--- src/rtl/mem_ctrl_pkg.sv ---
// Shared types and constants for the burst memory controller.
// Imported by the controller, its host interface and the bench.
package mem_ctrl_pkg;

   typedef enum logic [1:0] {
      IDLE    = 2'd0,
      SETUP   = 2'd1,
      ACCESS  = 2'd2,
      RECOVER = 2'd3
   } state_t;

   localparam int DEF_ADDR_W    = 16;
   localparam int DEF_DATA_W    = 32;
   localparam int DEF_BURST_MAX = 8;
   localparam int DEF_T_SETUP   = 2;
   localparam int DEF_T_ACCESS  = 3;
   localparam int DEF_T_RECOVER = 1;

   // Wide enough to hold the longest phase length minus one.
   function automatic int cnt_w(input int a, input int b, input int c);
      int m;
      m = a;
      if (b > m) m = b;
      if (c > m) m = c;
      return (m < 2) ? 1 : $clog2(m);
   endfunction

endpackage

--- src/rtl/burst_mem_ctrl_if.sv ---
// Host-side request, write-data and read-data channels of the
// burst memory controller; master = host, slave = controller.
interface burst_mem_ctrl_if
   import mem_ctrl_pkg::*;
#(
   parameter int ADDR_W = DEF_ADDR_W,
   parameter int DATA_W = DEF_DATA_W,
   parameter int LEN_W  = $clog2(DEF_BURST_MAX)
);

   logic              req_valid;
   logic              req_ready;
   logic              req_we;
   logic [ADDR_W-1:0] req_addr;
   logic [LEN_W-1:0]  req_len;
   logic              wr_valid;
   logic              wr_ready;
   logic [DATA_W-1:0] wr_data;
   logic              rd_valid;
   logic [DATA_W-1:0] rd_data;
   logic              busy;
   logic              done;

   modport master (
      output req_valid, req_we, req_addr, req_len,
      output wr_valid, wr_data,
      input  req_ready, wr_ready, rd_valid, rd_data,
      input  busy, done
   );

   modport slave (
      input  req_valid, req_we, req_addr, req_len,
      input  wr_valid, wr_data,
      output req_ready, wr_ready, rd_valid, rd_data,
      output busy, done
   );

endinterface

--- src/rtl/mem_phase_timer.sv ---
// Loadable down-counter with terminal-count flag, shared by the
// setup, access and recovery phases of the controller.
module mem_phase_timer #(
   parameter int W = 2
) (
   input  logic         clk,
   input  logic         rst_n,
   input  logic         load,
   input  logic [W-1:0] load_val,
   output logic         tc
);

   logic [W-1:0] cnt;

   always_ff @(posedge clk or negedge rst_n) begin
      if (!rst_n) begin
         cnt <= '0;
      end else if (load) begin
         cnt <= load_val;
      end else if (cnt != '0) begin
         cnt <= cnt - W'(1);
      end
   end

   assign tc = (cnt == '0);

endmodule

--- src/rtl/burst_mem_ctrl.sv ---
// Burst controller for an asynchronous SRAM-style device: sequential
// beat addresses, CS/WE/OE strobes with programmable phase timing.
module burst_mem_ctrl
   import mem_ctrl_pkg::*;
#(
   parameter int ADDR_W    = DEF_ADDR_W,
   parameter int DATA_W    = DEF_DATA_W,
   parameter int BURST_MAX = DEF_BURST_MAX,
   parameter int T_SETUP   = DEF_T_SETUP,
   parameter int T_ACCESS  = DEF_T_ACCESS,
   parameter int T_RECOVER = DEF_T_RECOVER
) (
   input  logic              clk,
   input  logic              rst_n,
   burst_mem_ctrl_if.slave   host,
   output logic              mem_cs_n,
   output logic              mem_we_n,
   output logic              mem_oe_n,
   output logic [ADDR_W-1:0] mem_addr,
   output logic [DATA_W-1:0] mem_wdata,
   input  logic [DATA_W-1:0] mem_rdata
);

   localparam int LEN_W = $clog2(BURST_MAX);
   localparam int CW    = cnt_w(T_SETUP, T_ACCESS, T_RECOVER);

   state_t           state;
   state_t           nxt;
   logic             we_q;
   logic [LEN_W-1:0] beats;
   logic             tc;
   logic             load;
   logic [CW-1:0]    load_val;
   logic             stall;

   assign host.req_ready = (state == IDLE);
   assign stall = we_q && !host.wr_valid;

   always_comb begin
      nxt = state;
      unique case (state)
         IDLE:    if (host.req_valid) nxt = SETUP;
         SETUP:   if (tc && !stall) nxt = ACCESS;
         ACCESS:  if (tc) nxt = RECOVER;
         RECOVER: if (tc) nxt = (beats == '0) ? IDLE : SETUP;
         default: nxt = IDLE;
      endcase
   end

   // Every phase change reloads the shared timer with its length - 1.
   assign load = (nxt != state);

   always_comb begin
      load_val = '0;
      unique case (nxt)
         SETUP:   load_val = CW'(T_SETUP - 1);
         ACCESS:  load_val = CW'(T_ACCESS - 1);
         RECOVER: load_val = CW'(T_RECOVER - 1);
         default: load_val = '0;
      endcase
   end

   mem_phase_timer #(
      .W (CW)
   ) u_timer (
      .clk      (clk),
      .rst_n    (rst_n),
      .load     (load),
      .load_val (load_val),
      .tc       (tc)
   );

   always_ff @(posedge clk or negedge rst_n) begin
      if (!rst_n) begin
         state         <= IDLE;
         we_q          <= 1'b0;
         beats         <= '0;
         mem_cs_n      <= 1'b1;
         mem_we_n      <= 1'b1;
         mem_oe_n      <= 1'b1;
         mem_addr      <= '0;
         mem_wdata     <= '0;
         host.rd_data  <= '0;
         host.rd_valid <= 1'b0;
         host.wr_ready <= 1'b0;
         host.done     <= 1'b0;
         host.busy     <= 1'b0;
      end else begin
         state         <= nxt;
         host.rd_valid <= 1'b0;
         host.wr_ready <= 1'b0;
         host.done     <= 1'b0;
         unique case (state)
            IDLE: begin
               if (host.req_valid) begin
                  we_q      <= host.req_we;
                  mem_addr  <= host.req_addr;
                  beats     <= host.req_len;
                  host.busy <= 1'b1;
                  mem_cs_n  <= 1'b0;
               end
            end
            SETUP: begin
               if (tc && !stall) begin
                  if (we_q) begin
                     mem_we_n      <= 1'b0;
                     host.wr_ready <= 1'b1;
                     mem_wdata     <= host.wr_data;
                  end else begin
                     mem_oe_n <= 1'b0;
                  end
               end
            end
            ACCESS: begin
               if (tc) begin
                  mem_cs_n <= 1'b1;
                  mem_we_n <= 1'b1;
                  mem_oe_n <= 1'b1;
                  if (!we_q) begin
                     host.rd_data  <= mem_rdata;
                     host.rd_valid <= 1'b1;
                  end
               end
            end
            RECOVER: begin
               if (tc) begin
                  if (beats == '0) begin
                     host.done <= 1'b1;
                     host.busy <= 1'b0;
                  end else begin
                     beats    <= beats - LEN_W'(1);
                     mem_addr <= mem_addr + ADDR_W'(1);
                     mem_cs_n <= 1'b0;
                  end
               end
            end
            default: ;
         endcase
      end
   end

endmodule

--- src/flat_wrapper.sv ---
// flat-port wrapper written by rule: the top's interface ports become plain ports
module burst_mem_ctrl_flat import mem_ctrl_pkg::*;
#(
   parameter int ADDR_W    = DEF_ADDR_W,
   parameter int DATA_W    = DEF_DATA_W,
   parameter int BURST_MAX = DEF_BURST_MAX,
   parameter int T_SETUP   = DEF_T_SETUP,
   parameter int T_ACCESS  = DEF_T_ACCESS,
   parameter int T_RECOVER = DEF_T_RECOVER
)
  (clk, rst_n, mem_cs_n, mem_we_n, mem_oe_n, mem_addr, mem_wdata, mem_rdata, host_req_valid, host_req_we, host_req_addr, host_req_len, host_wr_valid, host_wr_data, host_req_ready, host_wr_ready, host_rd_valid, host_rd_data, host_busy, host_done);
  burst_mem_ctrl_if #(.ADDR_W(ADDR_W), .DATA_W(DATA_W), .LEN_W((3))) host_i ();
  input  logic clk;
  input  logic rst_n;
  output logic mem_cs_n;
  output logic mem_we_n;
  output logic mem_oe_n;
  output logic [ADDR_W-1:0] mem_addr;
  output logic [DATA_W-1:0] mem_wdata;
  input  logic [DATA_W-1:0] mem_rdata;
  input wire logic [$bits(host_i.req_valid)-1:0] host_req_valid;
  input wire logic [$bits(host_i.req_we)-1:0] host_req_we;
  input wire logic [$bits(host_i.req_addr)-1:0] host_req_addr;
  input wire logic [$bits(host_i.req_len)-1:0] host_req_len;
  input wire logic [$bits(host_i.wr_valid)-1:0] host_wr_valid;
  input wire logic [$bits(host_i.wr_data)-1:0] host_wr_data;
  output wire logic [$bits(host_i.req_ready)-1:0] host_req_ready;
  output wire logic [$bits(host_i.wr_ready)-1:0] host_wr_ready;
  output wire logic [$bits(host_i.rd_valid)-1:0] host_rd_valid;
  output wire logic [$bits(host_i.rd_data)-1:0] host_rd_data;
  output wire logic [$bits(host_i.busy)-1:0] host_busy;
  output wire logic [$bits(host_i.done)-1:0] host_done;
  assign host_i.req_valid = host_req_valid;
  assign host_i.req_we = host_req_we;
  assign host_i.req_addr = host_req_addr;
  assign host_i.req_len = host_req_len;
  assign host_i.wr_valid = host_wr_valid;
  assign host_i.wr_data = host_wr_data;
  assign host_req_ready = host_i.req_ready;
  assign host_wr_ready = host_i.wr_ready;
  assign host_rd_valid = host_i.rd_valid;
  assign host_rd_data = host_i.rd_data;
  assign host_busy = host_i.busy;
  assign host_done = host_i.done;
  burst_mem_ctrl #(.ADDR_W(ADDR_W), .DATA_W(DATA_W), .BURST_MAX(BURST_MAX), .T_SETUP(T_SETUP), .T_ACCESS(T_ACCESS), .T_RECOVER(T_RECOVER)) u_core (.clk(clk), .rst_n(rst_n), .host(host_i), .mem_cs_n(mem_cs_n), .mem_we_n(mem_we_n), .mem_oe_n(mem_oe_n), .mem_addr(mem_addr), .mem_wdata(mem_wdata), .mem_rdata(mem_rdata));
endmodule
--- config.mk ---
export PLATFORM = sky130hd
export DESIGN_NAME = burst_mem_ctrl_flat
export DESIGN_NICKNAME = d
export VERILOG_FILES = /design/src/rtl/mem_ctrl_pkg.sv /design/src/rtl/burst_mem_ctrl_if.sv /design/src/rtl/mem_phase_timer.sv /design/src/rtl/burst_mem_ctrl.sv /design/src/flat_wrapper.sv
export SDC_FILE = /design/constraint.sdc
export NUM_CORES = 1
export LEC_CHECK = 0
export ABC_AREA = 1
export CAP_MARGIN = 20
export CORE_UTILIZATION = 45
export DETAILED_ROUTE_END_ITERATION = 16
export MAX_ROUTING_LAYER = met4
export PLACE_DENSITY = 0.83
export SKIP_CTS_REPAIR_TIMING = 1
export SLEW_MARGIN = 25
export SYNTH_ARGS = -nofsm -noshare
export SYNTH_HDL_FRONTEND = slang
export SYNTH_SLANG_ARGS = --single-unit
--- constraint.sdc ---
create_clock -name clk -period 2.5 [get_ports clk]
set_clock_uncertainty 0.1 [all_clocks]
set_input_delay 0.5 -clock clk [delete_from_list [all_inputs] [get_ports clk]]
set_output_delay 0.5 -clock clk [all_outputs]
set_load 0.03 [all_outputs]
==> flow_summary_export.csv <==
group,metric,value,unit
drt,detail_route.first_pass.iterations,4,
synthesis,synth-seq-cells,95,
power_and_ir_drop,pwr_density_cell,1410,nW/um^2
timing,tightestPinTransition,0.579,ns
drt,drc,0,
synthesis,ys_types,29,
cells_and_area,final_cell_area,6450,sq um
synthesis,synthCells,397,
cells_and_area,drive_gt1_share,11.2,%
worst_setup_path,path_class,"reg -> out",
cells_and_area,areaGrowthSynthToFinish,48.0,%
floorplan,boundaryPins,176,
min_path,hp-class,"in -> async",
worst_setup_path,required,1.90,ns
worst_setup_path,arrival,1.71,ns
timing,hold_viol,0,
clock_tree,clock_path_buffers,2,
timing,setup_violations,0,
floorplan,rows,35,
cells_and_area,insertedDiodeCount,0,
drt,wl_per_cell,15.2,um
timing,min_period,2.31,ns
clock_tree,cts.sinks,95,
synthesis,yosys.area.top_type,"dfrtp_1",
drt,via_count,3533,
synthesis,ys_seq_area_share,54.7,%
timing,final_max_slew_viol_count,0,
cells_and_area,num-fill-cells,703,
floorplan,die_y,100,um
synthesis,yosys.area.top_type_share,52.9,%
grt,grt_max_degree,53,
worst_setup_path,crit_chain,"nor2_1 -> clkdlybuf4s50_1",
synthesis,synth_nets,490,
placed_design,gp_congestion,0.960,
power_and_ir_drop,power.leakage,0.00292,uW
worst_setup_path,worstSetupStartpointType,"flip-flop",
synthesis,synth.avg_cell_area,11.0,sq um
cells_and_area,fin_nets,670,
floorplan,dieArea,10100,sq um
timing,timing.fmax,433,MHz
worst_setup_path,crit_buf_inv,1,
synthesis,netlist_area,4350,sq um
drt,drt-total-wl,10800,um
placed_design,pre_cts_slack,0.231,ns
clock_tree,cts_buffers,9,
grt,grt_use_total,22.3,%
run,maxCapViolCount,0,
timing,slew_headroom,61.4,%
worst_setup_path,cp_slowest_stage_delay,0.71,ns
drt,drtIter0Drc,95,
placed_design,dp_hpwl,8190,um
floorplan,fp.coreArea,9330,sq um
worst_setup_path,r2r_end,"u_core.mem_wdata[26]",
run_status,run_status,"finished, final reports clean",
floorplan,die_w,100,um
timing,rsz0062_at_grt,"false",
power_and_ir_drop,peakVddDrop,0.680,mV
worst_setup_path,crit_path_end_kind,"output pin",
worst_setup_path,r2r.worst_path.cells,6,
grt,grt_pass1_vias,3552,
floorplan,initial_core_util,46.7,%
drt,viasPerCell,4.98,
grt,grt_pass1_wl,16900,um
placed_design,portBuffers,175,
timing,tns,0,ns
worst_setup_path,r2r_slack,0.65,ns
clock_tree,tritoncts,"built",
placed_design,place_area,6250,sq um
clock_tree,path_clk_slew,0.10,ns
grt,grt_antenna_before_repair,0,
worst_setup_path,cpLargestDelayFamily,"buffers and inverters",
timing,post-route-period-util,92.4,%
drt,detail-route-antenna-nets,0,
worst_setup_path,worstPathMaxFanout,7,
clock_tree,htree_levels,3,
worst_setup_path,slowest_stage,"clkdlybuf4s50_1",
clock_tree,clock-root-buffer,"clkbuf_8",
worst_setup_path,r2r-start,"u_core.u_timer.cnt[0]",
synthesis,yosys_warnings,0,
synthesis,synthTopCellsByArea,"dfrtp_1, mux2_1, mux2_4",
clock_tree,worstSkewPairLatency,0.36,ns
grt,overflow,0,
timing,fin_ws,0.191,ns
==> flip-flops by register name (all words and copies together) (netlist names) <==
| signal | cells |
|---|---|
| u_core.host.rd_data | 32 |
| u_core.u_timer.cnt | 2 |
| u_core.mem_we_n | 1 |
| u_core.state | 2 |
| u_core.mem_cs_n | 1 |
| u_core.host.busy | 1 |
| u_core.mem_wdata | 32 |
| u_core.host.done | 1 |
| u_core.host.rd_valid | 1 |
| u_core.mem_oe_n | 1 |
| u_core.mem_addr | 16 |
| u_core.we_q | 1 |
| u_core.beats | 3 |
| u_core.host.wr_ready | 1 |
==> routing by layer <==
metal	part of all wire [%]	GRT usage [%]	up-vias
met3	5.8	4.81	16
li1	-	-	1680
met4	1.7	6.69	0
met2	51	37.8	128
met5	0	-	-
met1	42	26.8	1709
==> per-stage QoR <==
stage	util [%]	std cells	total power (uW)	hold WS, ns
2_1_floorplan	-	397	6040	0.104
3_3_place_gp	67.0	695	7950	0.351
3_5_place_dp	67.0	695	8130	0.352
4_1_cts	69.1	710	9160	0.0459
5_1_grt	69.1	710	9640	0.0553
6_report	69.1	710	9090	0.0229
==> cells by family (layout without fill, tap and decap cells) <==
group | after synthesis | count (layout) | synth area share, %
AOI/OAI and AO/OA | 41 | 41 | 5.14
and+or+nand+nor | 145 | 145 | 14.1
DFF | 95 | 95 | 54.7
adders and majority gates | 5 | 5 | 1.44
buffers and inverters | 43 | 227 | 4.91
xor gates and xnor gates | 4 | 4 | 0.805
muxes | 64 | 64 | 18.9
==> cells in the final DEF, fill, tap and decap left out, types with 5 or more instances in the layout <==
master,count
buf_4,5
nand2_1,78
ha_1,5
nor3_1,8
a21oi_1,7
nand3_1,21
o21ai_1,18
dfrtp_1,92
clkdlybuf4s50_1,174
o21ai_0,6
mux2_1,37
nand4_1,5
inv_2,7
inv_1,23
mux2_4,27
nor2_1,28
clkbuf_8,9
==> synth_stat cells <==
cell and count:
or2_2 1, o21bai_1 1, nand4_1 5, mux2_1 37, buf_2 3, a32oi_1 1
o22ai_1 4, o211ai_1 1, clkbuf_1 3, nand2_1 78, a22oi_1 1, nand3_1 21
o21ai_0 6, nor2_1 28, nor3_1 8, buf_6 6, a21oi_1 7, a31oi_1 2
mux2_4 27, buf_4 1, o21ai_1 18, dfrtp_1 92, ha_1 5, inv_2 7
inv_1 23, nand2_2 2, xor2_1 4, nor2_4 2, dfstp_2 3
==> where the power goes <==
part / switching, uW / total [uW] / internal [uW]
combinational: 2970 / 5270 / 2310
sequential: 502 / 2800 / 2300
clock: 546 / 1010 / 465
total: 4010 / 9090 / 5070
==> worst max path at each step <==
stage	start	depth (start not counted)	to
after floorplan	u_core.mem_addr[0]	8	u_core.mem_addr[14]
after global placement	host_req_valid	10	u_core.mem_addr[10]
after detailed placement	host_req_valid	8	u_core.mem_addr[9]
after CTS	u_core.state[0]	2	host_req_ready
after global routing	u_core.state[0]	2	host_req_ready
final	u_core.state[0]	2	host_req_ready
==> layout make-up <==
class	instances	area, sq um	area share [%]
clock buffer	9	124	1.92
clock inverter	6	68.8	1.07
inverter	30	113	1.75
multi-input combinational	259	1760	27.3
sequential	95	2380	36.9
tap	129	161	2.50
timing repair buffer	182	1840	28.5
==> worst register-to-register path, cell delays in order (launching register included) <==
cell     delay [ns]
dfrtp_1        0.40
inv_1          0.09
ha_1           0.26
nand2_1        0.16
nor2_4         0.15
buf_12         0.21
mux2_1         0.37
(Power assumes the default switching activity.)
